==> src/rtl/btn_press_decoder_pkg.sv <==
// ---------------------------------------------------------------------------
// btn_pkg
// Shared definitions for the push-button readers on the Nexys Video board.
//
// Contents:
//    ST_*            3-bit state encodings of the press-classifier FSM
//    btn_state_t     enum built on those encodings
//    DEF_*           default cycle constants for the 100 MHz system clock
//    cycles_fit()    elaboration helper: checks a counter width against a
//                    terminal count
// ---------------------------------------------------------------------------
package btn_pkg;

   // State encodings are fixed so they stay stable for debug probes and
   // for any future reader that reuses this package.
   localparam logic [2:0] ST_IDLE     = 3'd0;
   localparam logic [2:0] ST_DB_PRESS = 3'd1;
   localparam logic [2:0] ST_PRESSED  = 3'd2;
   localparam logic [2:0] ST_LONG     = 3'd3;
   localparam logic [2:0] ST_DB_REL   = 3'd4;

   typedef enum logic [2:0] {
      IDLE     = ST_IDLE,
      DB_PRESS = ST_DB_PRESS,
      PRESSED  = ST_PRESSED,
      LONG     = ST_LONG,
      DB_REL   = ST_DB_REL
   } btn_state_t;

   // 100 MHz defaults: 20 ms debounce, 1 s long press, 0.25 s repeat.
   localparam int DEF_DEBOUNCE_CYCLES = 2_000_000;
   localparam int DEF_LONG_CYCLES     = 100_000_000;
   localparam int DEF_REPEAT_CYCLES   = 25_000_000;
   localparam int DEF_CNT_W           = 28;

   // A counter that runs 0..cycles-1 needs cycles-1 to be representable;
   // requiring cycles itself to fit keeps a little headroom for saturation.
   function automatic bit cycles_fit(input int width, input int cycles);
      return (cycles >= 1) &&
             (longint'(cycles) <= ((longint'(1) << width) - 1));
   endfunction

endpackage

==> src/rtl/btn_press_decoder_sync.sv <==
// ---------------------------------------------------------------------------
// btn_sync
// Two-flop synchroniser bringing an asynchronous level into the clk domain.
// Kept as its own block so the switch readers can reuse it unchanged.
//
// Ports:
//    clk   in  1  destination clock
//    rst   in  1  synchronous reset, active-high; clears both flops
//    din   in  1  asynchronous input level
//    dout  out 1  synchronised level, two cycles behind din
// ---------------------------------------------------------------------------
module btn_sync (
   input  logic clk,
   input  logic rst,
   input  logic din,
   output logic dout
);

   logic meta;

   // The first flop may go metastable; the second gives it a full cycle
   // to resolve before anything downstream looks at the level.
   always_ff @(posedge clk) begin
      if (rst) begin
         meta <= 1'b0;
         dout <= 1'b0;
      end else begin
         meta <= din;
         dout <= meta;
      end
   end

endmodule

==> src/rtl/btn_press_decoder.sv <==
// ---------------------------------------------------------------------------
// btn_press_decoder
// Reads one raw push-button, synchronises and debounces it, and classifies
// each press into one-cycle event pulses for the mode/LED control logic.
//
// Optional feature macro: BTN_AUTO_REPEAT_EN
//    defined   -> repeat_pulse fires every REPEAT_CYCLES while long-held
//    undefined -> repeat logic is absent, repeat_pulse is tied to 0
//
// Parameters:
//    DEBOUNCE_CYCLES  stable cycles needed to accept an edge
//    LONG_CYCLES      cycles after the accepted press before a long press
//    REPEAT_CYCLES    auto-repeat period while long-held (macro only)
//    CNT_W            width of all internal counters
//
// Ports:
//    clk           in  1  100 MHz system clock
//    rst_n         in  1  synchronous reset, active-high despite the name
//    btn_in        in  1  raw asynchronous button, 1 = pressed
//    btn_level     out 1  debounced button state
//    press_pulse   out 1  one cycle on each accepted press
//    short_pulse   out 1  one cycle on release of a press that never went long
//    long_pulse    out 1  one cycle when the hold reaches LONG_CYCLES
//    repeat_pulse  out 1  one cycle per auto-repeat period
//    press_count   out 8  accepted presses, modulo 256
// ---------------------------------------------------------------------------
module btn_press_decoder
   import btn_pkg::*;
#(
   parameter int DEBOUNCE_CYCLES = DEF_DEBOUNCE_CYCLES,
   parameter int LONG_CYCLES     = DEF_LONG_CYCLES,
   parameter int REPEAT_CYCLES   = DEF_REPEAT_CYCLES,
   parameter int CNT_W           = DEF_CNT_W
) (
   input  logic       clk,
   input  logic       rst_n,
   input  logic       btn_in,
   output logic       btn_level,
   output logic       press_pulse,
   output logic       short_pulse,
   output logic       long_pulse,
   output logic       repeat_pulse,
   output logic [7:0] press_count
);

   // Refuse to build with counters too narrow for the terminal counts.
   if (!(cycles_fit(CNT_W, DEBOUNCE_CYCLES) &&
         cycles_fit(CNT_W, LONG_CYCLES) &&
         cycles_fit(CNT_W, REPEAT_CYCLES))) begin : g_cnt_w_check
      $error("btn_press_decoder: CNT_W too narrow for the cycle parameters");
   end

   localparam logic [CNT_W-1:0] DB_LAST   = CNT_W'(DEBOUNCE_CYCLES - 1);
   localparam logic [CNT_W-1:0] LONG_LAST = CNT_W'(LONG_CYCLES - 1);
   localparam logic [CNT_W-1:0] CNT_MAX   = {CNT_W{1'b1}};
   localparam logic [CNT_W-1:0] CNT_ONE   = CNT_W'(1);

   logic btn_s;

   btn_state_t       state,       state_next;
   logic [CNT_W-1:0] db_cnt,      db_cnt_next;
   logic [CNT_W-1:0] hold_cnt,    hold_cnt_next;
   logic             long_flag,   long_flag_next;
   logic             level_next;
   logic             press_next;
   logic             short_next;
   logic             long_next;
   logic [7:0]       count_next;

   btn_sync u_sync (
      .clk  (clk),
      .rst  (rst_n),
      .din  (btn_in),
      .dout (btn_s)
   );

   // Next-state and next-output logic. Every output is computed here and
   // registered below, so pulses appear the cycle after the deciding edge.
   // Only one state can raise a pulse, which keeps the pulses exclusive.
   always_comb begin
      state_next     = state;
      db_cnt_next    = db_cnt;
      hold_cnt_next  = hold_cnt;
      long_flag_next = long_flag;
      level_next     = btn_level;
      press_next     = 1'b0;
      short_next     = 1'b0;
      long_next      = 1'b0;
      count_next     = press_count;

      case (state)
         IDLE: begin
            level_next = 1'b0;
            if (btn_s) begin
               state_next  = DB_PRESS;
               db_cnt_next = '0;
            end
         end

         DB_PRESS: begin
            if (!btn_s) begin
               state_next = IDLE;
            end else if (db_cnt == DB_LAST) begin
               state_next     = PRESSED;
               level_next     = 1'b1;
               press_next     = 1'b1;
               count_next     = press_count + 8'd1;
               hold_cnt_next  = '0;
               long_flag_next = 1'b0;
            end else begin
               db_cnt_next = db_cnt + CNT_ONE;
            end
         end

         // Release is tested first so a release landing on the long
         // threshold cycle produces no long_pulse.
         PRESSED: begin
            hold_cnt_next = hold_cnt + CNT_ONE;
            if (!btn_s) begin
               state_next  = DB_REL;
               db_cnt_next = '0;
            end else if (hold_cnt == LONG_LAST) begin
               state_next     = LONG;
               long_next      = 1'b1;
               long_flag_next = 1'b1;
            end
         end

         LONG: begin
            if (hold_cnt != CNT_MAX) begin
               hold_cnt_next = hold_cnt + CNT_ONE;
            end
            if (!btn_s) begin
               state_next  = DB_REL;
               db_cnt_next = '0;
            end
         end

         // A glitch back to pressed resumes where the hold left off;
         // long_flag remembers whether that was PRESSED or LONG.
         DB_REL: begin
            if (btn_s) begin
               state_next = long_flag ? LONG : PRESSED;
            end else if (db_cnt == DB_LAST) begin
               state_next = IDLE;
               level_next = 1'b0;
               short_next = !long_flag;
            end else begin
               db_cnt_next = db_cnt + CNT_ONE;
            end
         end

         default: begin
            state_next = IDLE;
         end
      endcase
   end

   // State, counters and registered outputs.
   always_ff @(posedge clk) begin
      if (rst_n) begin
         state       <= IDLE;
         db_cnt      <= '0;
         hold_cnt    <= '0;
         long_flag   <= 1'b0;
         btn_level   <= 1'b0;
         press_pulse <= 1'b0;
         short_pulse <= 1'b0;
         long_pulse  <= 1'b0;
         press_count <= 8'd0;
      end else begin
         state       <= state_next;
         db_cnt      <= db_cnt_next;
         hold_cnt    <= hold_cnt_next;
         long_flag   <= long_flag_next;
         btn_level   <= level_next;
         press_pulse <= press_next;
         short_pulse <= short_next;
         long_pulse  <= long_next;
         press_count <= count_next;
      end
   end

`ifdef BTN_AUTO_REPEAT_EN
   localparam logic [CNT_W-1:0] REP_LAST = CNT_W'(REPEAT_CYCLES - 1);

   logic [CNT_W-1:0] rep_cnt, rep_cnt_next;
   logic             repeat_next;

   // The repeat counter starts at 0 on the long_pulse cycle, so the first
   // repeat lands REPEAT_CYCLES after long_pulse. On the release cycle the
   // release wins and the counter simply freezes through DB_REL; it is
   // cleared in every other state.
   always_comb begin
      rep_cnt_next = rep_cnt;
      repeat_next  = 1'b0;
      case (state)
         LONG: begin
            if (btn_s) begin
               if (rep_cnt == REP_LAST) begin
                  repeat_next  = 1'b1;
                  rep_cnt_next = '0;
               end else begin
                  rep_cnt_next = rep_cnt + CNT_ONE;
               end
            end
         end
         DB_REL: begin
            if (state_next == IDLE) begin
               rep_cnt_next = '0;
            end
         end
         default: begin
            rep_cnt_next = '0;
         end
      endcase
   end

   // Repeat counter and its registered pulse.
   always_ff @(posedge clk) begin
      if (rst_n) begin
         rep_cnt      <= '0;
         repeat_pulse <= 1'b0;
      end else begin
         rep_cnt      <= rep_cnt_next;
         repeat_pulse <= repeat_next;
      end
   end
`else
   assign repeat_pulse = 1'b0;
`endif

endmodule

==> config.mk <==
export PLATFORM = sky130hd
export DESIGN_NAME = btn_press_decoder
export DESIGN_NICKNAME = d
export VERILOG_FILES = /design/src/rtl/btn_press_decoder_pkg.sv /design/src/rtl/btn_press_decoder_sync.sv /design/src/rtl/btn_press_decoder.sv
export SDC_FILE = /design/constraint.sdc
export NUM_CORES = 1
export LEC_CHECK = 0
export CELL_PAD_IN_SITES_DETAIL_PLACEMENT = 1
export CELL_PAD_IN_SITES_GLOBAL_PLACEMENT = 2
export CORE_MARGIN = 8
export CORE_UTILIZATION = 33
export CTS_CLUSTER_SIZE = 16
export DETAILED_ROUTE_END_ITERATION = 16
export PLACE_DENSITY_LB_ADDON = 0.1
export SETUP_SLACK_MARGIN = 0.15
export SLEW_MARGIN = 20
export SYNTH_ARGS = -nofsm -noshare
export SYNTH_HDL_FRONTEND = slang
export SYNTH_SLANG_ARGS = --single-unit
==> constraint.sdc <==
create_clock -name clk -period 2.36 [get_ports clk]
set_clock_uncertainty 0.15 [all_clocks]
set_input_delay 0.472 -clock clk [delete_from_list [all_inputs] [get_ports clk]]
set_output_delay 0.472 -clock clk [all_outputs]
set_load 0.01 [all_outputs]
==> reports/qor.csv <==
metric,value,unit
grt_pass1_wl,22.8,mm
cts_max_path_buffers,2,
ir_drop,0.272,mV
crit_fanout,5,
grt_max_degree,31,
r2r_start,db_cnt[8]$_SDFFE_PP0P_,
drtPass1Iterations,4,
final_common_cell,buf_4,
drt-initial-drc-count,173,
met1_usage,0.237,
tns,0,ns
worstHoldPathCells,1,
viasPerCell,5.69,
clkPwrFrac,0.477,
multiInputGateArea,2590,µm²
initial_core_util,0.335,
cts_made_buffers,9,
antenna_found_initial,0,
insertion_delay,0.35,ns
hold_viol,0,
busiest_layer,met2,
cts_tree,done,
ant_nets,0,
p_int,1.98,mW
vias,4271,
min_period,2.29,ns
synthesis.area,3970,µm²
design.core.area,11900,µm²
die-area,15800,µm²
num_rows,40,
combPwrFrac,0.036,
routabilityCongestion,0.796,
antenna_cells,0,
ys_types,68,
endpoint_kind,flip-flop,
clock-sinks,74,
setup_violations,0,
grt_pass1_vias,4368,
whs,0.297,ns
r2r-end,db_cnt[27]$_SDFFE_PP0P_,
die_height,126,µm
reg2reg_slack,0.07,ns
num-nets-final,606,
max_freq,437,MHz
synth_area_leaders,"dfxtp_1, nand2_1, nand3_1, nand4_1, a21oi_1",
die_w,126,µm
avgSynthCellArea,8.14,µm²
switchingPower,0.585,mW
portBuffers,14,
min_from,u_sync.meta$_SDFF_PP0_,
use_met2,0.280,
yosysWarnings,0,
rsz0062_at_grt,true,
seq_area_frac_synth,0.373,
place_inst,715,
synth_top_area_share,0.373,
clock-root-buffer,clkbuf_16,
ys_async_sr_fraction,0,
min_to,u_sync.dout$_SDFF_PP0_,
p_seq_frac,0.487,
hold_class,flip-flop to flip-flop,
swShare,0.228,
route.detailed.drc,0,
clk_pin_slew,0.06,ns
cp.required,2.48,ns
hpwl,10.1,mm
grtUsageMet3,0.0295,
yosysTopAreaCell,dfxtp_1,
regArea,1510,µm²
fin_cells,750,
wl_per_cell,18.8,µm
overflow,0,
cp.arrival,2.41,ns
crit_type,flip-flop to flip-flop,
ioPinCount,16,
cellLeakagePower,2.08,nW
fillers,1403,
cap_violations,0,
syn-num-nets,494,
reg2regPathDepth,6,
syn_to_final_growth,43.2,%
ys_ff_latch,74,
synth_ff_type,dfxtp_1,
h-tree-depth,3,
start_kind,flip-flop,
synth_edf_count,0,
layout_common_cells,"buf_4, dfxtp_1, nand2_1, nor2_1, nand3_1",
routed_wl,14.1,mm
post-route-period-util,0.970,
drive_above_1_share,0.338,
synth_cells,488,
powerDensity,451,nW/µm²
finalMaxSlewViolations,0,
status,completed,
grt_usage,0.179,
area by class of cell:
cell class | count | area share
Clock buffer | 13 | 0.0423
Clock inverter | 1 | 0.000880
Inverter | 13 | 0.00858
Multi-Input combinational cell | 372 | 0.455
Sequential cell | 74 | 0.266
Tap cell | 147 | 0.0324
Timing Repair Buffer | 130 | 0.195
worst max path at each step:
stage,from,end,slack [ns],depth (start not counted)
final,db_cnt[8]$_SDFFE_PP0P_,db_cnt[27]$_SDFFE_PP0P_,0.07,6
after global routing,db_cnt[27]$_SDFFE_PP0P_,press_count[7]$_SDFFE_PP0P_,-0.001,8
after CTS,db_cnt[8]$_SDFFE_PP0P_,db_cnt[27]$_SDFFE_PP0P_,0.07,6
after detailed placement,db_cnt[11]$_SDFFE_PP0P_,press_count[7]$_SDFFE_PP0P_,-0.10,8
after global placement,db_cnt[11]$_SDFFE_PP0P_,press_count[7]$_SDFFE_PP0P_,-0.01,8
after floorplan,db_cnt[10]$_SDFFE_PP0P_,db_cnt[27]$_SDFFE_PP0P_,0.12,6
timing repair:
item | in CTS | in global routing
setup buffers | 10 | 9
setup endpoints to repair | 46 | 43
hold buffers | 0 | 0
cloned | 1 | 1
gates resized for setup | 39 | 40
pin swaps | 11 | 8
registers in the layout, summed over array words and instances, names as in the netlist:
name	count
btn_level	1
db_cnt	28
hold_cnt	28
long_flag	1
long_pulse	1
press_count	8
press_pulse	1
short_pulse	1
state	3
u_sync.dout	1
u_sync.meta	1
per-stage QoR:
step	setup slack, ns	power, mW	area [µm²]	util
final	0.0700	2.57	5690	0.479
after global routing	-0.00115	2.65	5690	0.479
after CTS	0.0736	2.61	5440	0.458
after detailed placement	-0.104	1.36	4960	0.418
after global placement	-0.0121	1.36	4960	0.418
after floorplan	0.125	1.32	4040	-
worst max-delay path, stage by stage (launching register included):
cell and delay (ns):
dfxtp_2 0.34, buf_4 0.15, nand4_4 0.09, or3_4 0.41
or4_4 0.43, or4_4 0.52, a21oi_1 0.13
cell families (layout without fill, tap and decap cells):
logic type,after synthesis,count (layout),synth area share
multiplexers,4,4,0.0101
buffers and inverters,42,157,0.0435
AND/OR/NAND/NOR,229,229,0.320
XOR/XNOR,7,7,0.0154
adder cells (fa/ha/maj),3,3,0.00945
other,1,1,0.000944
flip-flops,74,74,0.373
AO/OA/AOI/OAI,128,128,0.228
power by group through the flow:
stage	Sequential (mW)	Clock (mW)	Combinational (mW)
after global placement	1.28	0	0.0859
after floorplan	1.28	0	0.0468
after global routing	1.25	1.30	0.0992
final	1.25	1.22	0.0924
after detailed placement	1.28	0	0.0865
after CTS	1.25	1.27	0.0878
per-layer routing:
metal | share of wire | up-vias
met4 | 0.014 | 0
met3 | 0.032 | 14
met1 | 0.50 | 2118
met2 | 0.46 | 54
li1 | - | 2085
met5 | 0 | -
cell usage after synthesis, drive strengths merged (5+ instances only):
master  number
o21ai       21
a31oi        8
or3         21
o311ai       8
nor4        11
a21o         6
nor2        28
buf          6
nor2b        6
a21oi       24
o31ai       12
nand2       46
nand3       30
a211o        6
clkbuf      23
a311oi       5
dfxtp       74
inv         12
nand2b       7
o211ai       8
or2          5
nor3        14
and3         8
or4         11
nand4       25
(Power assumes the default switching activity.)
